[src/rtl/rf_write_arbiter.sv]
// rf_write_arbiter
// Shares the single register-file write port between two writeback requesters.
// Each requester fills its own DEPTH-entry FIFO through a valid/ready handshake.
// A round-robin arbiter drains the FIFOs into a registered write stage, with at
// most one register-file write per cycle. Read-after-write hazards are flagged
// for the two read ports while a write to the read register is queued or issuing.
//
// Ports
//   clk, clr                      clock, synchronous active-high reset
//   in0_valid/ready/wn/d          requester 0 push handshake and payload
//   in1_valid/ready/wn/d          requester 1 push handshake and payload
//   rf_we, rf_wn, rf_d            registered register-file write port
//   rna, rnb                      read port register numbers
//   hza, hzb                      hazard flags for rna / rnb
//   idle                          both FIFOs empty and no write issuing
module rf_write_arbiter #(
    parameter int DEPTH = 2,
    parameter int AW    = 5,
    parameter int DW    = 32
) (
    input  logic          clk,
    input  logic          clr,
    input  logic          in0_valid,
    output logic          in0_ready,
    input  logic [AW-1:0] in0_wn,
    input  logic [DW-1:0] in0_d,
    input  logic          in1_valid,
    output logic          in1_ready,
    input  logic [AW-1:0] in1_wn,
    input  logic [DW-1:0] in1_d,
    output logic          rf_we,
    output logic [AW-1:0] rf_wn,
    output logic [DW-1:0] rf_d,
    input  logic [AW-1:0] rna,
    input  logic [AW-1:0] rnb,
    output logic          hza,
    output logic          hzb,
    output logic          idle
);

    localparam int PW = (DEPTH > 1) ? $clog2(DEPTH) : 1;
    localparam int CW = PW + 1;

    logic [AW-1:0] wn_q  [2][DEPTH];
    logic [DW-1:0] dat_q [2][DEPTH];
    logic [PW-1:0] wp_q  [2];
    logic [PW-1:0] rp_q  [2];
    logic [CW-1:0] cnt_q [2];
    logic [CW-1:0] cnt_d [2];
    logic [1:0]    rdy_q;
    logic          last_q;
    logic          rf_we_q;
    logic [AW-1:0] rf_wn_q;
    logic [DW-1:0] rf_d_q;

    logic [1:0]    in_valid;
    logic [AW-1:0] in_wn [2];
    logic [DW-1:0] in_d  [2];
    logic [1:0]    push;
    logic [1:0]    ne;
    logic [1:0]    gnt;
    logic [AW-1:0] head_wn;
    logic [DW-1:0] head_d;
    logic          occ [2][DEPTH];

    assign in_valid = {in1_valid, in0_valid};
    assign in_wn[0] = in0_wn;
    assign in_wn[1] = in1_wn;
    assign in_d[0]  = in0_d;
    assign in_d[1]  = in1_d;

    assign ne[0] = (cnt_q[0] != '0);
    assign ne[1] = (cnt_q[1] != '0);

    // last_q names the most recent winner; on a tie the other side wins.
    assign gnt[0] = ne[0] & (~ne[1] | last_q);
    assign gnt[1] = ne[1] & (~ne[0] | ~last_q);

    // Ready comes from the registered count only, so a full FIFO refuses a push
    // even in a cycle where it is also popping.
    assign push = in_valid & rdy_q;

    assign head_wn = gnt[0] ? wn_q[0][rp_q[0]]  : wn_q[1][rp_q[1]];
    assign head_d  = gnt[0] ? dat_q[0][rp_q[0]] : dat_q[1][rp_q[1]];

    always_comb begin
        for (int r = 0; r < 2; r++) begin
            cnt_d[r] = cnt_q[r] + CW'(push[r]) - CW'(gnt[r]);
        end
    end

    always_ff @(posedge clk) begin
        if (clr) begin
            for (int r = 0; r < 2; r++) begin
                wp_q[r]  <= '0;
                rp_q[r]  <= '0;
                cnt_q[r] <= '0;
            end
            rdy_q   <= 2'b11;
            last_q  <= 1'b1;
            rf_we_q <= 1'b0;
            rf_wn_q <= '0;
            rf_d_q  <= '0;
        end else begin
            for (int r = 0; r < 2; r++) begin
                if (push[r]) begin
                    wn_q[r][wp_q[r]]  <= in_wn[r];
                    dat_q[r][wp_q[r]] <= in_d[r];
                    wp_q[r]           <= wp_q[r] + 1'b1;
                end
                if (gnt[r]) begin
                    rp_q[r] <= rp_q[r] + 1'b1;
                end
                cnt_q[r] <= cnt_d[r];
                rdy_q[r] <= (cnt_d[r] != CW'(DEPTH));
            end
            if (|gnt) begin
                last_q  <= gnt[1];
                rf_wn_q <= head_wn;
                rf_d_q  <= head_d;
                // r0 writes use up the slot but never strobe the register file.
                rf_we_q <= (head_wn != '0);
            end else begin
                rf_we_q <= 1'b0;
            end
        end
    end

    // An entry is occupied when its distance from the read pointer, modulo
    // DEPTH, is below the occupancy count.
    always_comb begin
        for (int r = 0; r < 2; r++) begin
            for (int i = 0; i < DEPTH; i++) begin
                occ[r][i] = (CW'(PW'(i) - rp_q[r]) < cnt_q[r]);
            end
        end
    end

    always_comb begin
        hza = rf_we_q & (rf_wn_q == rna);
        hzb = rf_we_q & (rf_wn_q == rnb);
        for (int r = 0; r < 2; r++) begin
            for (int i = 0; i < DEPTH; i++) begin
                if (occ[r][i] && (wn_q[r][i] == rna)) hza = 1'b1;
                if (occ[r][i] && (wn_q[r][i] == rnb)) hzb = 1'b1;
            end
        end
        hza = hza & (rna != '0);
        hzb = hzb & (rnb != '0);
    end

    assign in0_ready = rdy_q[0];
    assign in1_ready = rdy_q[1];
    assign rf_we     = rf_we_q;
    assign rf_wn     = rf_wn_q;
    assign rf_d      = rf_d_q;
    assign idle      = ~ne[0] & ~ne[1] & ~rf_we_q;

endmodule

[config.mk]
export PLATFORM = sky130hd
export DESIGN_NAME = rf_write_arbiter
export DESIGN_NICKNAME = d
export VERILOG_FILES = /design/src/rtl/rf_write_arbiter.sv
export SDC_FILE = /design/constraint.sdc
export NUM_CORES = 1
export LEC_CHECK = 0
export CAP_MARGIN = 5
export CORE_MARGIN = 1
export CORE_UTILIZATION = 65
export CTS_CLUSTER_DIAMETER = 200
export DETAILED_ROUTE_END_ITERATION = 10
export DONT_BUFFER_PORTS = 1
export MAX_ROUTING_LAYER = met4
export PLACE_DENSITY = 0.89
export SETUP_SLACK_MARGIN = 0.1
export SLEW_MARGIN = 15
export SYNTH_ARGS = -nofsm -noshare
export SYNTH_HDL_FRONTEND = slang
export SYNTH_SLANG_ARGS = --single-unit
[constraint.sdc]
create_clock -name clk -period 10.8 [get_ports clk]
set_input_delay 2.16 -clock clk [delete_from_list [all_inputs] [get_ports clk]]
set_output_delay 2.16 -clock clk [all_outputs]
set_load 0.01 [all_outputs]
==> impl_metrics.tcl, run 1 <==
set metrics [dict create \
    outcome "complete, no violations" \
    floorplan.initialDensity_pct 67.5 \
    grt_first_pass_wirelength_um 25500 \
    htree_num_levels 4 \
    critPathLaunchType "input port" \
    grt.overflow.total 0 \
    number_of_storage_elements_in_the_synthesis_netlist 197 \
    slew-limit-headroom_pct 41.0 \
    cts.sinks 197 \
    power.internal_mw 1.62 \
    synth.area.top_cells "edfxtp_1 56%, dfxtp_1 11%, mux2i_1 9.1%" \
    power_frac_seq_pct 44.3 \
    route.detailed.vias_per_inst 6.09 \
    tritoncts_clock_tree "built" \
    async_flop_share_pct 0 \
    clock_insertion_delay_worst_skew_ns 0.42 \
    detailedPlacementHpwl_um 10700 \
    die_x_um 114 \
    synth.lib_cells_used.distinct 36 \
    number_of_flops_mapped_to_enable_cells_by_yosys 152 \
    worst_hold_path_type "register to register" \
    root_buffer "clkbuf_16" \
    synthDominantCellAreaShare_pct 55.6 \
    postSynth.topFlopCell "edfxtp_1" \
    syn_area_per_cell_um2 12.9 \
    number_of_cts_inserted_buffers 17 \
    grt_pass1_vias 5064 \
    crit_arrival_ns 3.04 \
    post_cts_resize_count 0 \
    worst_ir_drop_vdd_mv 0.204 \
    largest_net_degree_at_the_start_of_global_routing 58 \
    area_growth_syn_to_layout_pct 9.12 \
    fin_worst_hold_slack_ns 0.493 \
    switching_share_of_power_pct 33.3 \
    final.period_utilization_pct 48.1 \
    floorplan.die_area_mm2 0.0131 \
    drc_errors 0 \
    cp_slowest_stage_delay_ns 0.31 \
    post-synth-top-count-cell "edfxtp_1" \
    grt_setup_unrepaired "no" \
    worstPathCellList "xor2_1, nor4_1, nand3_1, nand3_1, o22a_1" \
    worstPathMaxFanout 6 \
    critical-path-slowest-cell "nor4_1" \
    finalWeightedCongestion 0.991 \
    timing.critical_path.mode_cell "nand3_1" \
    syn_nets 728 \
    combPwrFrac_pct 27.7 \
    max_freq_ghz 0.192 \
    skew_ns 0.00554 \
    cp-end-kind "output port" \
    switchingPower_mw 0.811 \
    finalWirelength_um 16800 \
    fp.coreArea_mm2 0.0122 \
    max_cap_viol_count 0 \
    die-height_um 114 \
    first_pass_iters 6 \
    synth.yosys.seq_area_share_pct 66.6 \
    portBuffers 0 \
    totalNegativeSetupSlack_ns 0 \
    cts_setup_buffers 0 \
    aggregate_global_route_resource_usage_pct 27.6 \
    setup_viol_count_final 0 \
    io_pins 131 \
    postCtsHoldBufs 0 \
    report.final.slew_viol_count 0 \
    antenna_cells_inserted 0 \
    wire_per_inst_um 20.9 \
    layout.filler_cells 769 \
    cp.required_ns 8.64 \
    tightest_slew_ns 0.885 \
    floorplan.rows 40 \
    synth_area_leader_cell "edfxtp_1" \
    p_per_area_mw_per_mm2 272 \
    synth_area_mm2 0.00821 \
    post_route_cells_drive_above_1_share_pct 7.89 \
    worstSetupPathType "input port to output port" \
    synth.top_cells.by_count "152 x edfxtp_1, 111 x nand2_1, 75 x mux2i_1" \
    number_of_antenna_violations_at_the_first_check_in_global_routing 0 \
    routed_antenna_nets 0 \
    hold_viol_final 0 \
    part_of_the_total_power_dissipated_in_the_clock_network_pct 28.0 \
    num-nets-final 715 \
    clkSlewWorstSetupHoldPaths_ns 0.06 \
    cts_max_path_buffers 2 \
    post_synth_inst_count 634 \
    vias 4886 \
    drt_iter0_drc 333 \
    final_period_minus_worst_setup_slack_ns 5.20 \
    power.static_leakage_nw 3.24 \
    synth-warning-count 0 \
]
-- layer usage --
layer  up-vias  track usage, %  wire [um]
met2       216            44.1       8530
li1       2226               -          -
met3        42            8.47       1190
met4         0            12.3        544
met5         -               -          0
met1      2402            32.4       6510
-- power by group through the flow --
stage	Clock (mW)	Combinational, mW	Sequential [mW]
finish	0.682	0.674	1.08
global route	0.718	0.746	1.09
CTS	0.688	0.673	1.08
detailed placement	0	0.667	1.09
global placement	0	0.638	1.09
floorplan	0	0.561	1.06
-- critical path: cells and delay by family --
family                    cells  cell delay (ns)
AOI/OAI and AO/OA             1             0.18
and+or+nand+nor               3             0.55
xor gates and xnor gates      1             0.14
-- final timing paths --
path	from	to	slack [ns]	cells past startpoint
worst max-delay path	rna[2]	hza	5.60	5
worst min-delay path	rf_d[2]$_SDFFE_PP0N_	rf_d[2]$_SDFFE_PP0N_	0.49	2
worst max register to register	cnt_q[0][3]$_SDFF_PP0_	rdy_q[0]$_SDFF_PP1_	7.45	9
worst min register to register	rf_d[2]$_SDFFE_PP0N_	rf_d[2]$_SDFFE_PP0N_	0.49	2
-- per-stage QoR --
| step | power [mW] | utilization, % | std cells | cell area [um2] | setup slack (ns) |
|---|---|---|---|---|---|
| after floorplan | 1.62 | - | 634 | 8210 | 5.18 |
| after detailed placement | 1.76 | 68.2 | 770 | 8290 | 5.64 |
| after global placement | 1.72 | 68.2 | 770 | 8290 | 5.68 |
| final | 2.43 | 73.6 | 802 | 8960 | 5.60 |
| after CTS | 2.44 | 73.6 | 802 | 8950 | 5.64 |
| after global routing | 2.55 | 73.6 | 802 | 8960 | 5.56 |
-- logic make-up after synthesis --
kind of cell / count (synthesis) / synth area share, %
AND/OR/NAND/NOR: 197 / 10.7
flip-flops: 197 / 66.6
multiplexers: 76 / 9.28
XOR/XNOR: 54 / 5.76
AO/OA/AOI/OAI: 52 / 3.58
buffers and inverters: 52 / 3.20
adder cells (fa/ha/maj): 6 / 0.915
-- cell type report --
class / instances / area [um2] / share of cell area (%)
flip-flops and latches: 197 / 5470 / 61.0
clock inverters: 12 / 199 / 2.22
multi-input cells: 385 / 2510 / 28.1
repair buffers: 10 / 75.1 / 0.838
clock buffers: 20 / 457 / 5.10
inverters: 10 / 37.5 / 0.419
well taps: 168 / 210 / 2.35
-- state kept, by name (all words and copies together) (netlist names), 2 cells and up --
signal,cells
rp_q,2
wn_q,20
rf_wn,5
wp_q,2
dat_q,128
cnt_q,4
rdy_q,2
rf_d,32
-- cells in the final DEF, fill, tap and decap left out, types with 2 or more instances in the layout --
cell type / Yosys / layout
a21oi_1: 43 / 43
mux2i_1: 75 / 75
or3_1: 2 / 2
xnor2_1: 21 / 21
clkbuf_8: 0 / 2
nor3_1: 10 / 8
clkinv_2: 0 / 2
ha_1: 6 / 6
dfxtp_1: 45 / 45
o41ai_1: 2 / 2
buf_4: 4 / 10
xor2_1: 33 / 33
nor2_1: 8 / 8
nand4_1: 2 / 2
nand2b_1: 5 / 5
or4_1: 2 / 2
edfxtp_1: 152 / 152
bufinv_16: 0 / 5
nand2_1: 111 / 111
o22a_1: 2 / 2
nand3_1: 44 / 44
inv_1: 8 / 8
clkbuf_16: 0 / 17
or2_2: 1 / 2
nor4_1: 6 / 6
inv_2: 2 / 2
nor3_2: 1 / 2
nor2b_1: 2 / 2
clkinv_4: 0 / 3
(Power assumes the default switching activity.)
==> inputs of run 2 (changes only) <==
--- a/config.mk
+++ b/config.mk
@@ -7,12 +7,12 @@
 export LEC_CHECK = 0
 export CAP_MARGIN = 5
 export CORE_MARGIN = 1
-export CORE_UTILIZATION = 65
+export CORE_UTILIZATION = 57
 export CTS_CLUSTER_DIAMETER = 200
 export DETAILED_ROUTE_END_ITERATION = 10
 export DONT_BUFFER_PORTS = 1
 export MAX_ROUTING_LAYER = met4
-export PLACE_DENSITY = 0.89
+export PLACE_DENSITY = 0.83
 export SETUP_SLACK_MARGIN = 0.1
 export SLEW_MARGIN = 15
 export SYNTH_ARGS = -nofsm -noshare
==> constraint.sdc (replaced) <==
create_clock -name clk -period 4.5 [get_ports clk]
set_input_delay 0.9 -clock clk [delete_from_list [all_inputs] [get_ports clk]]
set_output_delay 0.9 -clock clk [all_outputs]
set_load 0.01 [all_outputs]
==> run 2 against run 1 <==
  * Clock power increased by 110%
  * Total power is 130% higher
  * Die area up 14%
  * First-iteration DRC count decreased by 23%
  * Largest cell class unchanged
  * Largest power group unchanged
  * Critical path type is now register to register
  * Highest routed layer unchanged
  * Cell count grew 1.5%
  * Worst setup slack got worse by 4.1 ns
==> impl_metrics.tcl, run 2 (synthesis gave the netlist of run 1 again) <==
set metrics [dict create \
    number_of_antenna_violations_at_the_first_check_in_global_routing 0 \
    num-nets-final 715 \
    drc_errors 0 \
    hold_viol_final 0 \
    drt_iter0_drc 258 \
    final_common_cell "edfxtp_1" \
    critical-path-slowest-cell "inv_2" \
    post-route-cell-area_mm2 0.00888 \
    wire_per_inst_um 20.1 \
    htree_num_levels 4 \
    cpLargestDelayFamily "buffers and inverters" \
    cp-end-kind "register" \
    path_buf_inv 3 \
    met2WireLength_um 8300 \
    totalNegativeSetupSlack_ns 0 \
    antenna_cells_inserted 0 \
    slew-limit-headroom_pct 49.0 \
    regToRegStartpoint "cnt_q[0][3]$_SDFF_PP0_" \
    largest_reg_flops 128 \
    final_core_utilization_pct 63.5 \
    fp.coreArea_mm2 0.0140 \
    portBuffers 0 \
    root_buffer "clkbuf_16" \
    dpl_cell_area_mm2 0.00831 \
    tritoncts_clock_tree "built" \
    final.period_utilization_pct 67.2 \
    aggregate_global_route_resource_usage_pct 23.8 \
    cts.sinks 197 \
    timing.critical_path.from "cnt_q[0][3]$_SDFF_PP0_" \
    report.final.slew_viol_count 0 \
    floorplan.initialDensity_pct 58.7 \
    floorplan.rows 43 \
    cp.required_ns 4.81 \
    routed_antenna_nets 0 \
    grt_pass1_vias 4987 \
    final_period_minus_worst_setup_slack_ns 3.02 \
    largest_net_degree_at_the_start_of_global_routing 58 \
    tightest_slew_ns 0.763 \
    p_per_area_mw_per_mm2 632 \
    area_growth_syn_to_layout_pct 8.25 \
    finalWeightedCongestion 0.904 \
    postCtsHoldBufs 0 \
    number_of_cts_inserted_buffers 17 \
    worstHoldStart "rf_d[3]$_SDFFE_PP0N_" \
    report.power.total_mw 5.62 \
    cts_setup_buffers 0 \
    most-common-layout-cells "152 x edfxtp_1, 111 x nand2_1, 75 x mux2i_1" \
    layout.filler_cells 1034 \
    post_cts_resize_count 0 \
    max_freq_ghz 0.331 \
    placed_cells 782 \
    cts_max_path_buffers 2 \
    grt.overflow.total 0 \
    io_pins 131 \
    setup_viol_count_final 0 \
    cp_slowest_stage_delay_ns 0.59 \
    power.static_leakage_nw 3.20 \
    top_signal_layer_used "met4" \
    clkSlewWorstSetupHoldPaths_ns 0.07 \
    worstSetupPathType "register to register" \
    skew_ns 0.0108 \
    max_cap_viol_count 0 \
    vias 4765 \
    die_x_um 122 \
    drt_met1_wl_um 6330 \
    post_route_cells_drive_above_1_share_pct 8.04 \
    post_layout_nonfiller_instances 814 \
    detailedPlacementHpwl_um 10700 \
    grt_setup_unrepaired "no" \
    worst_ir_drop_vdd_mv 0.409 \
    crit_arrival_ns 3.33 \
    critPathLaunchType "register" \
    clock_insertion_delay_worst_skew_ns 0.43 \
    die-height_um 122 \
    grt_first_pass_wirelength_um 24900 \
    worstPathCellList "o21ba_1, or2_2, buf_4, inv_2, ha_1, inv_1, ha_1, xnor2_1, xnor2_1, or3_1" \
    worstPathMaxFanout 39 \
    floorplan.die_area_mm2 0.0149 \
    finalWirelength_um 16400 \
    met3_wirelength_um 1440 \
    worst_hold_path_type "register to register" \
    route.detailed.vias_per_inst 5.85 \
    outcome "complete, no violations" \
    first_pass_iters 5 \
]
==> run 2: worst reg2reg max path: cells and delay by family, from the launching register on <==
| family | cells | cell delay [ns] |
|---|---|---|
| buffers and inverters | 3 | 0.95 |
| AND/OR/NAND/NOR | 2 | 0.58 |
| adder cells (fa/ha/maj) | 2 | 0.52 |
| flip-flops | 1 | 0.39 |
| XOR/XNOR | 2 | 0.24 |
| AO/OA/AOI/OAI | 1 | 0.22 |
==> run 2: layer usage <==
| metal | up-vias | GRT usage (%) |
|---|---|---|
| met2 | 176 | 39.2 |
| met4 | 0 | 10.7 |
| li1 | 2228 | - |
| met5 | - | - |
| met1 | 2337 | 27.2 |
| met3 | 24 | 6.32 |
==> run 2: through the flow <==
stage          worst slack (ns)  hold WS (ns)
2_1_floorplan             0.140         0.449
3_3_place_gp               1.58         0.458
3_5_place_dp               1.47         0.484
4_1_cts                    1.46         0.499
5_1_grt                    1.32         0.513
6_report                   1.48         0.493
==> run 2: final timing paths <==
kind | slack (ns) | cells after the start | end
max reg2reg | 1.48 | 10 | rdy_q[0]$_SDFF_PP1_
max | 1.48 | 10 | rdy_q[0]$_SDFF_PP1_
min reg2reg | 0.49 | 2 | rf_d[3]$_SDFFE_PP0N_
min | 0.49 | 2 | rf_d[3]$_SDFFE_PP0N_
==> run 2: final cells by class <==
type | instances | area (um2) | area share (%)
multi-input combinational | 385 | 2510 | 28.2
tap | 180 | 225 | 2.53
timing repair buffer | 10 | 75.1 | 0.845
clock buffer | 20 | 467 | 5.25
inverter | 10 | 37.5 | 0.422
clock inverter | 12 | 109 | 1.23
sequential | 197 | 5470 | 61.5
==> run 2: power breakdown <==
part           internal (mW)  switching (mW)
Sequential              2.27           0.300
Clock                  0.773           0.663
Combinational          0.608            1.00
Total                   3.65            1.97
